--- src/rtl/bit_serial_alu_ctrl_pkg.sv ---
`default_nettype none
// ============================================================================
// Module : bit_serial_alu_ctrl_pkg
// Opcodes, FSM state encoding and helpers for the bit-serial ALU sequencer.
// Rev    : 1.0
// ============================================================================
package bit_serial_alu_ctrl_pkg;

  localparam logic [1:0] c_ALU_AND = 2'b00;
  localparam logic [1:0] c_ALU_OR  = 2'b01;
  localparam logic [1:0] c_ALU_ADD = 2'b10;
  localparam logic [1:0] c_ALU_SUB = 2'b11;

  typedef enum logic [1:0] {
    ST_IDLE = 2'd0,
    ST_RUN  = 2'd1,
    ST_DONE = 2'd2
  } state_e;

  function automatic logic is_sub(input logic [1:0] op);
    return (op == c_ALU_SUB);
  endfunction

endpackage
`default_nettype wire

--- src/rtl/bit_serial_alu_ctrl_if.sv ---
`default_nettype none
// ============================================================================
// Module : bit_serial_alu_ctrl_if
// Start/busy/done request bus between register file side and the sequencer.
// Rev    : 1.0
// ============================================================================
interface bit_serial_alu_ctrl_if #(
  parameter int WIDTH = 8
);
  import bit_serial_alu_ctrl_pkg::*;

  logic             start;
  logic [1:0]       op;
  logic [WIDTH-1:0] a;
  logic [WIDTH-1:0] b;
  logic             busy;
  logic             done;
  logic [WIDTH-1:0] result;
  logic             carry_out;
  logic             overflow;
  logic             zero;

  modport master (
    output start, op, a, b,
    input  busy, done, result, carry_out, overflow, zero
  );

  modport slave (
    input  start, op, a, b,
    output busy, done, result, carry_out, overflow, zero
  );

endinterface
`default_nettype wire

--- src/rtl/bit_serial_alu_ctrl_slice.sv ---
`default_nettype none
// ============================================================================
// Module : alu_slice_1bit
// Combinational 1-bit AND/OR/ADD slice; SUB is ADD with inverted b and cin=1.
// Rev    : 1.0
// ============================================================================
module alu_slice_1bit (
  output wire       out_o,
  output wire       cout_o,
  input  wire       a_i,
  input  wire       b_i,
  input  wire       cin_i,
  input  wire [1:0] op_i
);

  wire w_and;
  wire w_or;
  wire w_prop;
  wire w_sum;
  wire w_prop_cin;
  wire w_maj;
  wire w_n_op0;
  wire w_sel_and;
  wire w_sel_or;
  wire w_logic;
  wire w_n_op1;
  wire w_sel_logic;
  wire w_sel_sum;

  and g_and      (w_and, a_i, b_i);
  or  g_or       (w_or, a_i, b_i);
  xor g_prop     (w_prop, a_i, b_i);
  xor g_sum      (w_sum, w_prop, cin_i);
  and g_prop_cin (w_prop_cin, w_prop, cin_i);
  or  g_maj      (w_maj, w_and, w_prop_cin);

  // op[0] picks OR over AND for logic ops; op[1] picks the adder path
  not g_n_op0    (w_n_op0, op_i[0]);
  and g_sel_and  (w_sel_and, w_and, w_n_op0);
  and g_sel_or   (w_sel_or, w_or, op_i[0]);
  or  g_logic    (w_logic, w_sel_and, w_sel_or);

  not g_n_op1    (w_n_op1, op_i[1]);
  and g_sel_log  (w_sel_logic, w_logic, w_n_op1);
  and g_sel_sum  (w_sel_sum, w_sum, op_i[1]);
  or  g_out      (out_o, w_sel_logic, w_sel_sum);

  and g_cout     (cout_o, w_maj, op_i[1]);

endmodule
`default_nettype wire

--- src/rtl/bit_serial_alu_ctrl.sv ---
`default_nettype none
// ============================================================================
// Module : bit_serial_alu_ctrl
// Sequences one 1-bit ALU slice over a WIDTH-bit operation, LSB first.
// Rev    : 1.0
// ============================================================================
module bit_serial_alu_ctrl
  import bit_serial_alu_ctrl_pkg::*;
#(
  parameter int WIDTH = 8
) (
  input  logic                     clk,
  input  logic                     rst,
  bit_serial_alu_ctrl_if.slave     bus
);

  localparam int CNT_W = (WIDTH > 1) ? $clog2(WIDTH) : 1;

  state_e           state_q;
  logic [CNT_W-1:0] cnt_q;
  logic [WIDTH-1:0] a_sh_q;
  logic [WIDTH-1:0] b_sh_q;
  logic [WIDTH-1:0] res_q;
  logic [1:0]       op_q;
  logic             carry_q;
  logic             busy_q;
  logic             done_q;
  logic             cout_q;
  logic             ovf_q;
  logic             zero_q;

  logic             w_slice_b;
  logic             w_slice_out;
  logic             w_slice_cout;
  logic             w_last;
  logic [WIDTH-1:0] w_res_next;

  assign w_slice_b  = b_sh_q[0] ^ is_sub(op_q);
  assign w_last     = (cnt_q == CNT_W'(WIDTH - 1));
  assign w_res_next = {w_slice_out, res_q[WIDTH-1:1]};

  alu_slice_1bit u_slice (
    .out_o  (w_slice_out),
    .cout_o (w_slice_cout),
    .a_i    (a_sh_q[0]),
    .b_i    (w_slice_b),
    .cin_i  (carry_q),
    .op_i   (op_q)
  );

  always_ff @(posedge clk) begin
    if (rst) begin
      state_q <= ST_IDLE;
      cnt_q   <= '0;
      a_sh_q  <= '0;
      b_sh_q  <= '0;
      res_q   <= '0;
      op_q    <= c_ALU_AND;
      carry_q <= 1'b0;
      busy_q  <= 1'b0;
      done_q  <= 1'b0;
      cout_q  <= 1'b0;
      ovf_q   <= 1'b0;
      zero_q  <= 1'b0;
    end else begin
      case (state_q)
        ST_IDLE, ST_DONE: begin
          done_q <= 1'b0;
          if (bus.start) begin
            a_sh_q  <= bus.a;
            b_sh_q  <= bus.b;
            op_q    <= bus.op;
            cnt_q   <= '0;
            res_q   <= '0;
            carry_q <= is_sub(bus.op);
            cout_q  <= 1'b0;
            ovf_q   <= 1'b0;
            zero_q  <= 1'b0;
            busy_q  <= 1'b1;
            state_q <= ST_RUN;
          end else begin
            state_q <= ST_IDLE;
          end
        end
        ST_RUN: begin
          a_sh_q  <= a_sh_q >> 1;
          b_sh_q  <= b_sh_q >> 1;
          res_q   <= w_res_next;
          carry_q <= w_slice_cout;
          if (w_last) begin
            // carry_q still holds the carry into the MSB on this cycle
            cout_q  <= w_slice_cout;
            ovf_q   <= carry_q ^ w_slice_cout;
            zero_q  <= ~|w_res_next;
            busy_q  <= 1'b0;
            done_q  <= 1'b1;
            state_q <= ST_DONE;
          end else begin
            cnt_q   <= cnt_q + CNT_W'(1);
          end
        end
        default: begin
          busy_q  <= 1'b0;
          done_q  <= 1'b0;
          state_q <= ST_IDLE;
        end
      endcase
    end
  end

  assign bus.busy      = busy_q;
  assign bus.done      = done_q;
  assign bus.result    = res_q;
  assign bus.carry_out = cout_q;
  assign bus.overflow  = ovf_q;
  assign bus.zero      = zero_q;

endmodule
`default_nettype wire

--- src/flat_wrapper.sv ---
// flat-port wrapper written by rule: the top's interface ports become plain ports
module bit_serial_alu_ctrl_flat import bit_serial_alu_ctrl_pkg::*;
#(
  parameter int WIDTH = 8
)
  (clk, rst, bus_start, bus_op, bus_a, bus_b, bus_busy, bus_done, bus_result, bus_carry_out, bus_overflow, bus_zero);
  bit_serial_alu_ctrl_if #(.WIDTH(WIDTH)) bus_i ();
  input  logic clk;
  input  logic rst;
  input wire logic [$bits(bus_i.start)-1:0] bus_start;
  input wire logic [$bits(bus_i.op)-1:0] bus_op;
  input wire logic [$bits(bus_i.a)-1:0] bus_a;
  input wire logic [$bits(bus_i.b)-1:0] bus_b;
  output wire logic [$bits(bus_i.busy)-1:0] bus_busy;
  output wire logic [$bits(bus_i.done)-1:0] bus_done;
  output wire logic [$bits(bus_i.result)-1:0] bus_result;
  output wire logic [$bits(bus_i.carry_out)-1:0] bus_carry_out;
  output wire logic [$bits(bus_i.overflow)-1:0] bus_overflow;
  output wire logic [$bits(bus_i.zero)-1:0] bus_zero;
  assign bus_i.start = bus_start;
  assign bus_i.op = bus_op;
  assign bus_i.a = bus_a;
  assign bus_i.b = bus_b;
  assign bus_busy = bus_i.busy;
  assign bus_done = bus_i.done;
  assign bus_result = bus_i.result;
  assign bus_carry_out = bus_i.carry_out;
  assign bus_overflow = bus_i.overflow;
  assign bus_zero = bus_i.zero;
  bit_serial_alu_ctrl #(.WIDTH(WIDTH)) u_core (.clk(clk), .rst(rst), .bus(bus_i));
endmodule
--- config.mk ---
export PLATFORM = sky130hd
export DESIGN_NAME = bit_serial_alu_ctrl_flat
export DESIGN_NICKNAME = d
export VERILOG_FILES = /design/src/rtl/bit_serial_alu_ctrl_pkg.sv /design/src/rtl/bit_serial_alu_ctrl_if.sv /design/src/rtl/bit_serial_alu_ctrl_slice.sv /design/src/rtl/bit_serial_alu_ctrl.sv /design/src/flat_wrapper.sv
export SDC_FILE = /design/constraint.sdc
export NUM_CORES = 1
export LEC_CHECK = 0
export CAP_MARGIN = 10
export CORE_ASPECT_RATIO = 1.75
export CORE_MARGIN = 2
export CORE_UTILIZATION = 46
export DETAILED_ROUTE_END_ITERATION = 12
export HOLD_SLACK_MARGIN = 0.12
export PLACE_DENSITY = 0.72
export SYNTH_ARGS = -nofsm -noshare
export SYNTH_HDL_FRONTEND = slang
export SYNTH_HIERARCHICAL = 1
export SYNTH_SLANG_ARGS = --single-unit
--- constraint.sdc ---
create_clock -name clk -period 1.8 [get_ports clk]
set_input_delay 0.36 -clock clk [delete_from_list [all_inputs] [get_ports clk]]
set_output_delay 0.36 -clock clk [all_outputs]
set_load 0.03 [all_outputs]
==> results of run 1 <==
cell usage after synthesis, types with 2 or more instances:
| master | instances | area share |
|---|---|---|
| nor3_1 | 2 | 0.0059 |
| clkbuf_1 | 3 | 0.0066 |
| nor2b_1 | 3 | 0.011 |
| a311oi_1 | 4 | 0.021 |
| nor3b_1 | 2 | 0.0088 |
| ha_1 | 4 | 0.029 |
| nand2_1 | 45 | 0.099 |
| dfxtp_1 | 37 | 0.43 |
| o21ai_0 | 2 | 0.0059 |
| a21oi_1 | 20 | 0.059 |
| buf_6 | 2 | 0.013 |
| buf_4 | 6 | 0.026 |
| a311oi_2 | 10 | 0.088 |
| buf_2 | 4 | 0.012 |
| nor2_1 | 17 | 0.037 |
| nand2b_1 | 4 | 0.015 |
| inv_1 | 2 | 0.0044 |
| nand3_1 | 19 | 0.056 |
power breakdown:
group	total, mW	internal [mW]	switching [mW]
combinational	0.290	0.141	0.148
clock	0.529	0.254	0.275
sequential	0.892	0.864	0.0285
cells by family after synthesis:
logic type               count (synthesis)  share of synthesized area
AO/OA/AOI/OAI                           38                     0.1836
XOR/XNOR                                 2                    0.01028
adder cells (fa/ha/maj)                  5                    0.04112
buffers and inverters                   18                    0.07122
flip-flops                              37                     0.4347
AND/OR/NAND/NOR                         98                     0.2592
registers in the layout (all words and copies together) (netlist names):
signal and flops:
u_core/a_sh_q 8, u_core/bus.overflow 1, u_core/bus.done 1, u_core/b_sh_q 8
u_core/state_q 2, u_core/bus.result 8, u_core/bus.zero 1, u_core/carry_q 1
u_core/cnt_q 3, u_core/bus.carry_out 1, u_core/op_q 2, u_core/bus.busy 1
stage by stage:
stage               total power, mW  std cells
floorplan                     1.103        198
global placement              1.191        271
detailed placement            1.193        271
CTS                           1.719        277
global route                  1.797        277
finish                        1.711        277
tightest hold or removal path, delay by kind of cell (launching register included):
family	cells	cell delay, ns
flops	1	0.31
simple gates	1	0.06
compound gates	1	0.06
worst paths after layout:
check	start	to	slack [ns]	cells after the start
max reg2reg	u_core/op_q[1]$_SDFFE_PP0P_	u_core/bus.zero$_SDFFE_PP0P_	0.11	8
max	u_core/bus.result[7]$_SDFFE_PP0P_	bus_result[7]	0.07	1
min	u_core/a_sh_q[7]$_SDFFE_PP0P_	u_core/a_sh_q[7]$_SDFFE_PP0P_	0.47	2
min reg2reg	u_core/a_sh_q[7]$_SDFFE_PP0P_	u_core/a_sh_q[7]$_SDFFE_PP0P_	0.47	2
repair_timing:
item | CTS | global route
hold endpoints to repair | 0 | 0
gates resized for setup | 0 | 5
endpoints found under the setup margin | 0 | 1
cell usage in the layout (no fill, tap or decap), drive strengths merged:
master         synthesis  routed
nand2                 45      45
nand3b                 1       1
clkinv                 0       1
nor2                  17      17
a21oi                 20      20
xnor2                  1       1
nor3                   2       2
fa                     1       1
nor2b                  3       3
nand3                 19      19
xor2                   1       1
nor4                   1       1
dfxtp                 37      37
nor3b                  2       2
inv                    2       2
or3b                   1       1
nand2b                 4       4
buf                   13      10
nand4b                 1       1
o31a                   1       1
o21ai                  2       2
a32oi                  1       1
ha                     4       4
and2                   1       1
and2b                  1       1
clkdlybuf4s50          0      33
clkbuf                 3       5
a311oi                14      14
area by class of cell:
class,instances,area (µm²),area share
Timing Repair Buffer,43,430.4,0.1983
Clock inverter,1,5.005,0.002305
Clock buffer,5,68.82,0.03170
Tap cell,46,57.56,0.02651
Sequential cell,37,742.0,0.3418
Multi-Input combinational cell,143,859.6,0.3960
Inverter,2,7.507,0.003458
per-layer routing:
layer	GRT usage	share of wire	up-vias
met3	0.04804	0.041	6
met1	0.2020	0.43	699
met5	0	0	-
met2	0.3086	0.51	24
met4	0.09091	0.020	0
li1	-	-	747
==> impl_metrics.csv, run 1 <==
group,metric,value,unit
critical_path,critPathKind,"register to output pin",
grt,track_usage,0.1813,
timing,tightestPinTransition,0.3540,ns
final_layout,fin_util,0.6043,
timing,maxSlewHeadroom,0.7635,
place,pre_cts_ws,0.03322,ns
grt,grt_max_degree,39,
final_layout,drive_gt1_frac,0.1342,
routing,wl,3492,µm
clocking,path_clk_slew,0.07,ns
critical_path,arrival,1.37,ns
routing,ant_nets,0,
floorplanning,die_area,0.004227,mm²
timing,whs,0.4713,ns
grt,overflow,0,
place,gp_congestion,0.7385,
clocking,clk_path_buf_depth,2,
floorplanning,rows,29,
hold_path,hold_path.class,"register to register",
floorplanning,core_area,0.003592,mm²
timing,max_freq,576.8,MHz
power,power.leakage,0.7986,nW
synthesis,synth_nets,224,
synthesis,synth-async-reset-ratio,0,
synthesis,yosysWarningCount,6,
critical_path,required,1.44,ns
clocking,cts_tree,"yes",
synthesis,syn_area,0.001704,mm²
clocking,root_buffer,"clkbuf_8",
final_layout,synthToLayoutAreaGrowth,27.39,%
routing,drcViolationCount,0,
critical_path,cp-start-kind,"register",
run_status,status,"complete, no violations",
timing,rsz0062_at_grt,"yes",
critical_path,slowest_delay,0.69,ns
routing,dr.pass1.iters,4,
floorplanning,initial_core_util,0.4744,
clocking,cts_inserted_buffers,5,
power,peakVddDrop,0.0005702,V
timing,finClkSkew,0.006691,ns
timing,report.final.hold_viol_count,0,
floorplanning,ios,34,
final_layout,fillerInstances,323,
routing,num_vias,1476,
routing,avgRoutedWirePerCell,12.61,µm
synthesis,synth_edf_count,0,
critical_path,crit_chain,"clkdlybuf4s50_1",
synthesis,synth_seq_cells,37,
critical_path,crit_family,"buffers and inverters",
critical_path,path_max_fanout,4,
routing,drt_iter0_drc,16,
synthesis,synth_ff_type,"dfxtp_1",
clocking,clkSinkCount,37,
routing,via_per_inst,5.329,
critical_path,critPathSlowestCell,"clkdlybuf4s50_1",
synthesis,synthCells,198,
final_layout,num_antenna_cells,0,
timing,finalSetupTns,0,ns
final_layout,final_cell_area,0.002171,mm²
timing,finalSetupViolations,0,
synthesis,ys_seq_area_frac,0.4347,
power,p_per_area,788.3,mW/mm²
timing,min_period_over_period,0.9631,
synthesis,synth.distinct_cells,30,
clocking,clk_latency,0.29,ns
floorplanning,die_x,50.01,µm
clocking,post_cts_buffers,0,
floorplanning,fp.dieH,84.52,µm
grt,grt_pass1_vias,1378,
timing,min_period,1.734,ns
clocking,cts_hold_buf,0,
grt,grt_pass1_wl,5913,µm
critical_path,end_kind,"output pin",
place,place_area,0.002078,mm²
critical_path,crit_buf_inv,1,
grt,antenna_found_initial,0,
timing,maxSlewViolCount,0,
synthesis,postSynthAreaPerCell,8.607,µm²
place,numPortBuffers,33,
flow_run,maxCapViolCount,0,
place,place_hpwl,2322,µm
timing,fin_ws,0.06642,ns
final_layout,nets,258,
clocking,htree_levels,2,
(Power assumes the default switching activity.)
==> inputs of run 2 (changes only) <==
Settings changed: PLACE_DENSITY 0.72 to 0.81.
==> impl_metrics.csv, run 2 (synthesis gave the netlist of run 1 again) <==
group,metric,value,unit
run_status,status,"complete, no violations",
power,p_per_area,852.0,mW/mm²
hold_path,hold_depth,2,
critical_path,required,1.44,ns
place,gp_congestion,0.7867,
floorplanning,core_area,0.003592,mm²
critical_path,arrival,1.37,ns
critical_path,slowest_delay,0.69,ns
critical_path,end_kind,"output pin",
floorplanning,initial_core_util,0.4744,
clocking,cts_hold_buf,0,
grt,overflow,0,
routing,wl,3634,µm
clocking,cts_tree,"yes",
grt,grt_pass1_wl,6003,µm
timing,report.final.hold_viol_count,0,
clocking,post_cts_buffers,0,
timing,tightestPinTransition,0.3415,ns
flow_run,maxCapViolCount,0,
grt,grt_max_degree,39,
final_layout,num_antenna_cells,0,
place,place_hpwl,2411,µm
clocking,clk_latency,0.29,ns
final_layout,fin_util,0.6099,
timing,max_freq,578.3,MHz
clocking,path_clk_slew,0.07,ns
clocking,clk_path_buf_depth,2,
critical_path,crit_buf_inv,1,
clocking,clkSinkCount,37,
critical_path,reg2reg_depth,8,
clocking,root_buffer,"clkbuf_8",
final_layout,layout_commonest_cell,"nand2_1",
critical_path,path_max_fanout,4,
critical_path,critPathSlowestCell,"clkdlybuf4s50_1",
critical_path,cp-start-kind,"register",
routing,drt_iter0_drc,32,
power,p_total,1.867,mW
timing,maxSlewHeadroom,0.7718,
timing,min_period,1.729,ns
routing,avgRoutedWirePerCell,13.07,µm
timing,finClkSkew,0.003546,ns
clocking,htree_levels,2,
routing,drcViolationCount,0,
final_layout,nets,258,
routing,num_vias,1464,
floorplanning,rows,29,
final_layout,synthToLayoutAreaGrowth,28.56,%
final_layout,fillerInstances,310,
hold_path,hold_path.class,"register to register",
grt,track_usage,0.1889,
timing,rsz0062_at_grt,"no",
critical_path,crit_chain,"clkdlybuf4s50_1",
routing,via_per_inst,5.266,
final_layout,final_cell_mix,"nand2_1, dfxtp_1, clkdlybuf4s50_1, a21oi_1, nand3_1",
power,power.leakage,0.8073,nW
timing,finalSetupViolations,0,
power,peakVddDrop,0.0006899,V
clocking,cts-resized-gates,0,
critical_path,path_depth,1,
timing,min_period_over_period,0.9606,
floorplanning,die_area,0.004227,mm²
critical_path,critPathKind,"register to output pin",
routing,dr.pass1.iters,4,
grt,antenna_found_initial,0,
grt,grt_pass1_vias,1369,
routing,ant_nets,0,
clocking,cts_inserted_buffers,5,
critical_path,crit_family,"buffers and inverters",
floorplanning,fp.dieH,84.52,µm
final_layout,drive_gt1_frac,0.1293,
timing,maxSlewViolCount,0,
floorplanning,ios,34,
place,numPortBuffers,33,
floorplanning,die_x,50.01,µm
timing,finalSetupTns,0,ns
run 2: power breakdown:
group | switching, mW | total [mW] | leakage (nW) | internal, mW
logic | 0.148 | 0.285 | 0.450 | 0.137
clock network | 0.286 | 0.688 | 0.0540 | 0.402
registers | 0.0298 | 0.893 | 0.303 | 0.864
run 2: worst paths after layout:
path                                                 endpoint                         startpoint  slack (ns)
worst max-delay path                            bus_result[6]  u_core/bus.result[6]$_SDFFE_PP0P_        0.07
worst min-delay path            u_core/b_sh_q[7]$_SDFFE_PP0P_      u_core/b_sh_q[7]$_SDFFE_PP0P_        0.47
worst max register to register   u_core/bus.zero$_SDFFE_PP0P_        u_core/op_q[0]$_SDFFE_PP0P_        0.11
worst min register to register  u_core/b_sh_q[7]$_SDFFE_PP0P_      u_core/b_sh_q[7]$_SDFFE_PP0P_        0.47
run 2: per-stage QoR:
step	instance area, µm²	hold slack [ns]	cells	setup slack [ns]
global route	2191	0.4914	278	0.002107
CTS	2182	0.4710	278	0.03115
finish	2191	0.4695	278	0.07094
detailed placement	2078	0.4600	271	0.02422
global placement	2078	0.4545	271	0.1231
floorplan	1704	0.4483	198	0.1005
run 2: cell type report:
class	count	area, µm²	share of cell area
Clock inverter	2	35.03	0.01599
Clock buffer	5	68.82	0.03141
Inverter	2	7.507	0.003427
Sequential cell	37	742.0	0.3387
Tap cell	46	57.56	0.02627
Timing Repair Buffer	43	430.4	0.1965
Multi-Input combinational cell	143	849.6	0.3878
run 2: layer usage:
| metal | global-route usage | share of wire | up-vias |
|---|---|---|---|
| met5 | 0 | 0 | - |
| met4 | 0.1061 | 0.021 | 0 |
| met3 | 0.06050 | 0.033 | 5 |
| met2 | 0.3110 | 0.53 | 24 |
| met1 | 0.2088 | 0.41 | 687 |
| li1 | - | - | 748 |
==> inputs of run 3 (changes only) <==
Settings changed: CORE_MARGIN 2 to unset.
==> impl_metrics.csv, run 3 (synthesis gave the netlist of run 1 again) <==
group,metric,value,unit
clocking,cts_hold_buf,0,
timing,maxSlewViolCount,0,
routing,ant_nets,0,
final_layout,final_cell_mix,"nand2_1, dfxtp_1, clkdlybuf4s50_1, a21oi_1, nand3_1",
critical_path,crit_chain,"nand2_2, xnor2_2, fa_1, nand2b_4, o31a_1, nor2_1, nand3_1, o21ai_1",
routing,drt_iter0_drc,14,
clocking,cts_tree,"yes",
clocking,clk_path_buf_depth,2,
clocking,root_buffer,"clkbuf_8",
final_layout,num_antenna_cells,0,
grt,track_usage,0.1960,
timing,rsz0062_at_grt,"yes",
routing,num_vias,1495,
routing,wl,3606,µm
critical_path,critPathKind,"register to register",
timing,tightestPinTransition,0.3499,ns
grt,overflow,0,
place,place_hpwl,2370,µm
place,place_area,0.002069,mm²
floorplanning,fp.dieH,82.52,µm
power,p_per_area,794.5,mW/mm²
power,power.leakage,0.8089,nW
timing,finClkSkew,0.003062,ns
final_layout,fillerInstances,295,
routing,avgRoutedWirePerCell,12.92,µm
grt,antenna_found_initial,0,
clocking,clkSinkCount,37,
flow_run,maxCapViolCount,0,
clocking,clk_latency,0.29,ns
routing,via_per_inst,5.358,
critical_path,end_kind,"register",
final_layout,nets,259,
timing,min_period_over_period,0.9677,
clocking,path_clk_slew,0.07,ns
critical_path,cp-start-kind,"register",
floorplanning,die_x,48.01,µm
place,numPortBuffers,33,
floorplanning,rows,28,
final_layout,multi_input_area,859.6,µm²
clocking,cts_inserted_buffers,5,
final_layout,synthToLayoutAreaGrowth,28.27,%
final_layout,fin_util,0.6302,
routing,dr.pass1.iters,4,
floorplanning,ios,34,
timing,finalSetupViolations,0,
critical_path,arrival,1.96,ns
critical_path,critPathSlowestCell,"fa_1",
final_layout,regArea,742.0,µm²
power,peakVddDrop,0.0006428,V
critical_path,crit_family,"adder cells",
final_layout,layout_commonest_cell,"nand2_1",
run_status,status,"complete, no violations",
floorplanning,die_area,0.003962,mm²
timing,min_period,1.742,ns
hold_path,hold_path.class,"register to register",
clocking,htree_levels,2,
floorplanning,initial_core_util,0.4913,
timing,report.final.hold_viol_count,0,
grt,grt_pass1_vias,1302,
timing,maxSlewHeadroom,0.7662,
routing,drcViolationCount,0,
floorplanning,core_area,0.003468,mm²
critical_path,required,2.02,ns
critical_path,path_max_fanout,3,
final_layout,final_cell_area,0.002186,mm²
grt,grt_max_degree,39,
final_layout,drive_gt1_frac,0.1410,
place,gp_congestion,0.7685,
critical_path,crit_buf_inv,0,
timing,max_freq,574.1,MHz
critical_path,slowest_delay,0.46,ns
grt,grt_pass1_wl,5506,µm
run 3: cell types whose count changed in the layout (fill, tap and decap cells not counted):
cell and delta:
clkbuf_1 +1, nand2b_1 -1, clkinv_2 +1, bufinv_16 -1, buf_4 +1, nand2_1 -1, nand2b_4 +1, nand2_2 +1
run 3: worst paths after layout:
kind	start	to	slack, ns	depth (start not counted)
setup / recovery	u_core/op_q[1]$_SDFFE_PP0P_	u_core/bus.zero$_SDFFE_PP0P_	0.06	8
hold / removal	u_core/a_sh_q[7]$_SDFFE_PP0P_	u_core/a_sh_q[7]$_SDFFE_PP0P_	0.47	2
setup reg to reg	u_core/op_q[1]$_SDFFE_PP0P_	u_core/bus.zero$_SDFFE_PP0P_	0.06	8
hold reg to reg	u_core/a_sh_q[7]$_SDFFE_PP0P_	u_core/a_sh_q[7]$_SDFFE_PP0P_	0.47	2
run 3: area by class of cell:
class                      instances  area share
inverter                           2    0.003434
clock buffer                       6     0.03320
multi-input combinational        143      0.3932
tap                               45     0.02576
timing repair buffer              44      0.2003
clock inverter                     2    0.004579
sequential                        37      0.3394
run 3: worst reg2reg max path: stages, from the launching register on:
cell	delay, ns
dfxtp_1	0.35
nand2_2	0.07
xnor2_2	0.23
fa_1	0.46
nand2b_4	0.14
o31a_1	0.11
nor2_1	0.10
nand3_1	0.07
o21ai_1	0.14
run 3: stage by stage:
step / TNS, ns / std cells / setup slack, ns / hold slack (ns) / power (mW)
after CTS: 0 / 277 / 0.02836 / 0.4721 / 1.742
after floorplan: 0 / 198 / 0.1005 / 0.4483 / 1.103
after global placement: 0 / 269 / 0.04582 / 0.4536 / 1.184
final: 0 / 279 / 0.05821 / 0.4719 / 1.737
after global routing: -0.04086 / 279 / -0.04086 / 0.4981 / 1.827
after detailed placement: -0.05567 / 269 / -0.05567 / 0.4603 / 1.189
run 3: power breakdown:
group	internal, mW	switching (mW)	total [mW]
clock	0.268	0.281	0.549
sequential	0.864	0.0297	0.893
combinational	0.144	0.149	0.294
total	1.28	0.461	1.74
run 3: repair_timing:
action | in CTS | in global routing
pin swaps | 0 | 5
gates resized for setup | 1 | 4
buffers inserted | 0 | 2
setup endpoints to repair | 1 | 2
run 3: metal layers:
metal | up-vias | global-route usage | share of wire
met5 | - | 0 | 0
met4 | 0 | 0.1250 | 0.032
met3 | 13 | 0.04565 | 0.040
met2 | 35 | 0.3230 | 0.51
met1 | 700 | 0.2129 | 0.42
li1 | 747 | - | -
==> RTL edit: new RTL, flow settings as in run 1 <==
`WIDTH` is set to 8 in 3 places; all go to 4.
--- a/src/rtl/bit_serial_alu_ctrl_if.sv
+++ b/src/rtl/bit_serial_alu_ctrl_if.sv
@@ -6,5 +6,5 @@
 // ============================================================================
 interface bit_serial_alu_ctrl_if #(
-  parameter int WIDTH = 8
+  parameter int WIDTH = 4
 );
   import bit_serial_alu_ctrl_pkg::*;
--- a/src/rtl/bit_serial_alu_ctrl.sv
+++ b/src/rtl/bit_serial_alu_ctrl.sv
@@ -8,5 +8,5 @@
   import bit_serial_alu_ctrl_pkg::*;
 #(
-  parameter int WIDTH = 8
+  parameter int WIDTH = 4
 ) (
   input  logic                     clk,
--- a/src/flat_wrapper.sv
+++ b/src/flat_wrapper.sv
@@ -2,5 +2,5 @@
 module bit_serial_alu_ctrl_flat import bit_serial_alu_ctrl_pkg::*;
 #(
-  parameter int WIDTH = 8
+  parameter int WIDTH = 4
 )
   (clk, rst, bus_start, bus_op, bus_a, bus_b, bus_busy, bus_done, bus_result, bus_carry_out, bus_overflow, bus_zero);
Interface: changed (resized bus_a, bus_b and bus_result); port bits go from 34 to 22. No check against the original RTL was run, so the function may have changed too.
==> RTL edit against run 1 <==
Clock power shrank 12%; setup slack got worse by 30 ps; sequential cell count decreased by 13; routed wire length shrank 35%; synthesized area decreased by 36%; cell area down 34%; die area is 34% lower; power down 28%; largest cell class unchanged; largest power group unchanged; highest routed layer unchanged.
==> RTL edit: results (changes against run 1) <==
* Fin worst setup slack at 36.2 ps (-30.2 ps)
* TritonCTS buffer count at 3 (-2)
* IO buf count at 21 (-36%)
* Total track usage at 19.3% (+1.2 points)
* Final std cells w/o fill at 176 (-36%)
* Vias in the first global route at 876 (-36%)
* Placer Congestion at 0.700 (-5.2%)
* Run status: finished, final reports clean
* Worst-Margin Slew at 412 ps (+57.5 ps)
* Placement Setup Slack at -48.3 ps (-81.5 ps)
* Clk_skew at 4.07 ps (-2.62 ps)
* Largest net degree at the start of global routing at 25 (-36%)
* Crit path DAT at 1960 ps (+590 ps)
* Initial DRC Count at 26 (+10)
* Layout cells sized above 1 at 12.6% (-0.84 points)
* Synth Area per Inst at 8.49 um2 (-1.3%)
* Maximum vdd drop at 774 uV (+36%)
* Max H-tree Level at 1 (-1)
* Max stage delay on crit path at 470 ps (-220 ps)
* R2R Setup Slk at 40 ps (-70 ps)
* CP startpoint: u_core/op_q[0]$_SDFFE_PP0P_
* DRT Pass-1 Iters at 5 (+1)
* First-pass GRT wire length at 3.71 mm (-37%)
* Pleak at 0.546 nW (-32%)
* Via/cell ratio at 5.57 (+4.5%)
* Final Net Count at 169 (-34%)
* Unique masters post-synth at 33 (+10%)
* Most frequent cells after synthesis: dfxtp_1, nand2_1, nand3_1, a21oi_1, nor3_1
* Critical-path top delay cell: fa_1
* Wire per inst at 13.0 um (+3.0%)
* Area contributors post-synth: dfxtp_1, nand3_1, a21oi_1, nor3_1, nand2_1
[RTL edit: cell count changes after synthesis, sizes merged, moves of 2 or more]
cell    delta
nor2      -11
a21oi      -6
nand3      -5
nor3       +9
buf        -6
o211ai     +2
dfxtp     -13
a311oi    -13
o22ai      +5
nand2     -31
[RTL edit: cell families (layout without fill, tap and decap cells)]
kind of cell	after synthesis	in the layout	share of synthesized area, %
buf+inv	13	36	7.13
compound gates	27	27	15.2
flops	24	24	44.2
simple gates	57	57	25.7
fa+ha+maj	4	4	5.29
xor+xnor	2	2	1.61
mux	1	1	0.921
[RTL edit: cell type report]
type / instances / area [um2] / area share (%)
inverter: 3 / 11.3 / 0.792
sequential: 24 / 483 / 33.9
tap: 25 / 31.3 / 2.20
clock buffer: 3 / 41.3 / 2.90
clock inverter: 1 / 30.0 / 2.11
multi-input combinational: 91 / 553 / 38.9
timing repair buffer: 29 / 273 / 19.2
[RTL edit: what timing repair did]
action,CTS,global route
gates resized for setup,5,1
pin swaps,1,2
endpoints found under the setup margin,1,2
[RTL edit: power by group]
| part | total [mW] | internal [mW] | switching [mW] | leakage [nW] |
|---|---|---|---|---|
| sequential | 0.585 | 0.560 | 0.0248 | 0.197 |
| clock | 0.465 | 0.297 | 0.168 | 0.0357 |
| combinational | 0.190 | 0.0978 | 0.0925 | 0.313 |
| total | 1.24 | 0.955 | 0.286 | 0.546 |
[RTL edit: metal layers]
layer  up-vias  part of all wire [%]  track usage, %
met5         -                     0               0
met4         0                   1.1            7.50
met3         2                   2.5            3.25
met2        18                    55            34.5
met1       469                    41            21.0
li1        491                     -               -
[RTL edit: worst paths after layout]
check / cells past startpoint / end
max: 8 / u_core/bus.zero$_SDFFE_PP0P_
min: 2 / u_core/bus.carry_out$_SDFFE_PP0P_
max reg2reg: 8 / u_core/bus.zero$_SDFFE_PP0P_
min reg2reg: 2 / u_core/bus.carry_out$_SDFFE_PP0P_
[RTL edit: through the flow]
step / hold WS [ps] / utilization (%) / total power [mW] / cell area [um2]
finish: 470 / 62.6 / 1.24 / 1420
detailed placement: 459 / 58.5 / 0.780 / 1330
global placement: 457 / 58.5 / 0.772 / 1330
CTS: 471 / 62.5 / 1.26 / 1420
global route: 488 / 62.6 / 1.30 / 1420
floorplan: 432 / - / 0.715 / 1090
[RTL edit: critical path: cells and delay by family, from the launching register on]
kind | cells | cell delay [ps]
xor gates and xnor gates | 1 | 150
AOI/OAI and AO/OA | 2 | 260
and+or+nand+nor | 4 | 460
adders and majority gates | 1 | 470
DFF | 1 | 360
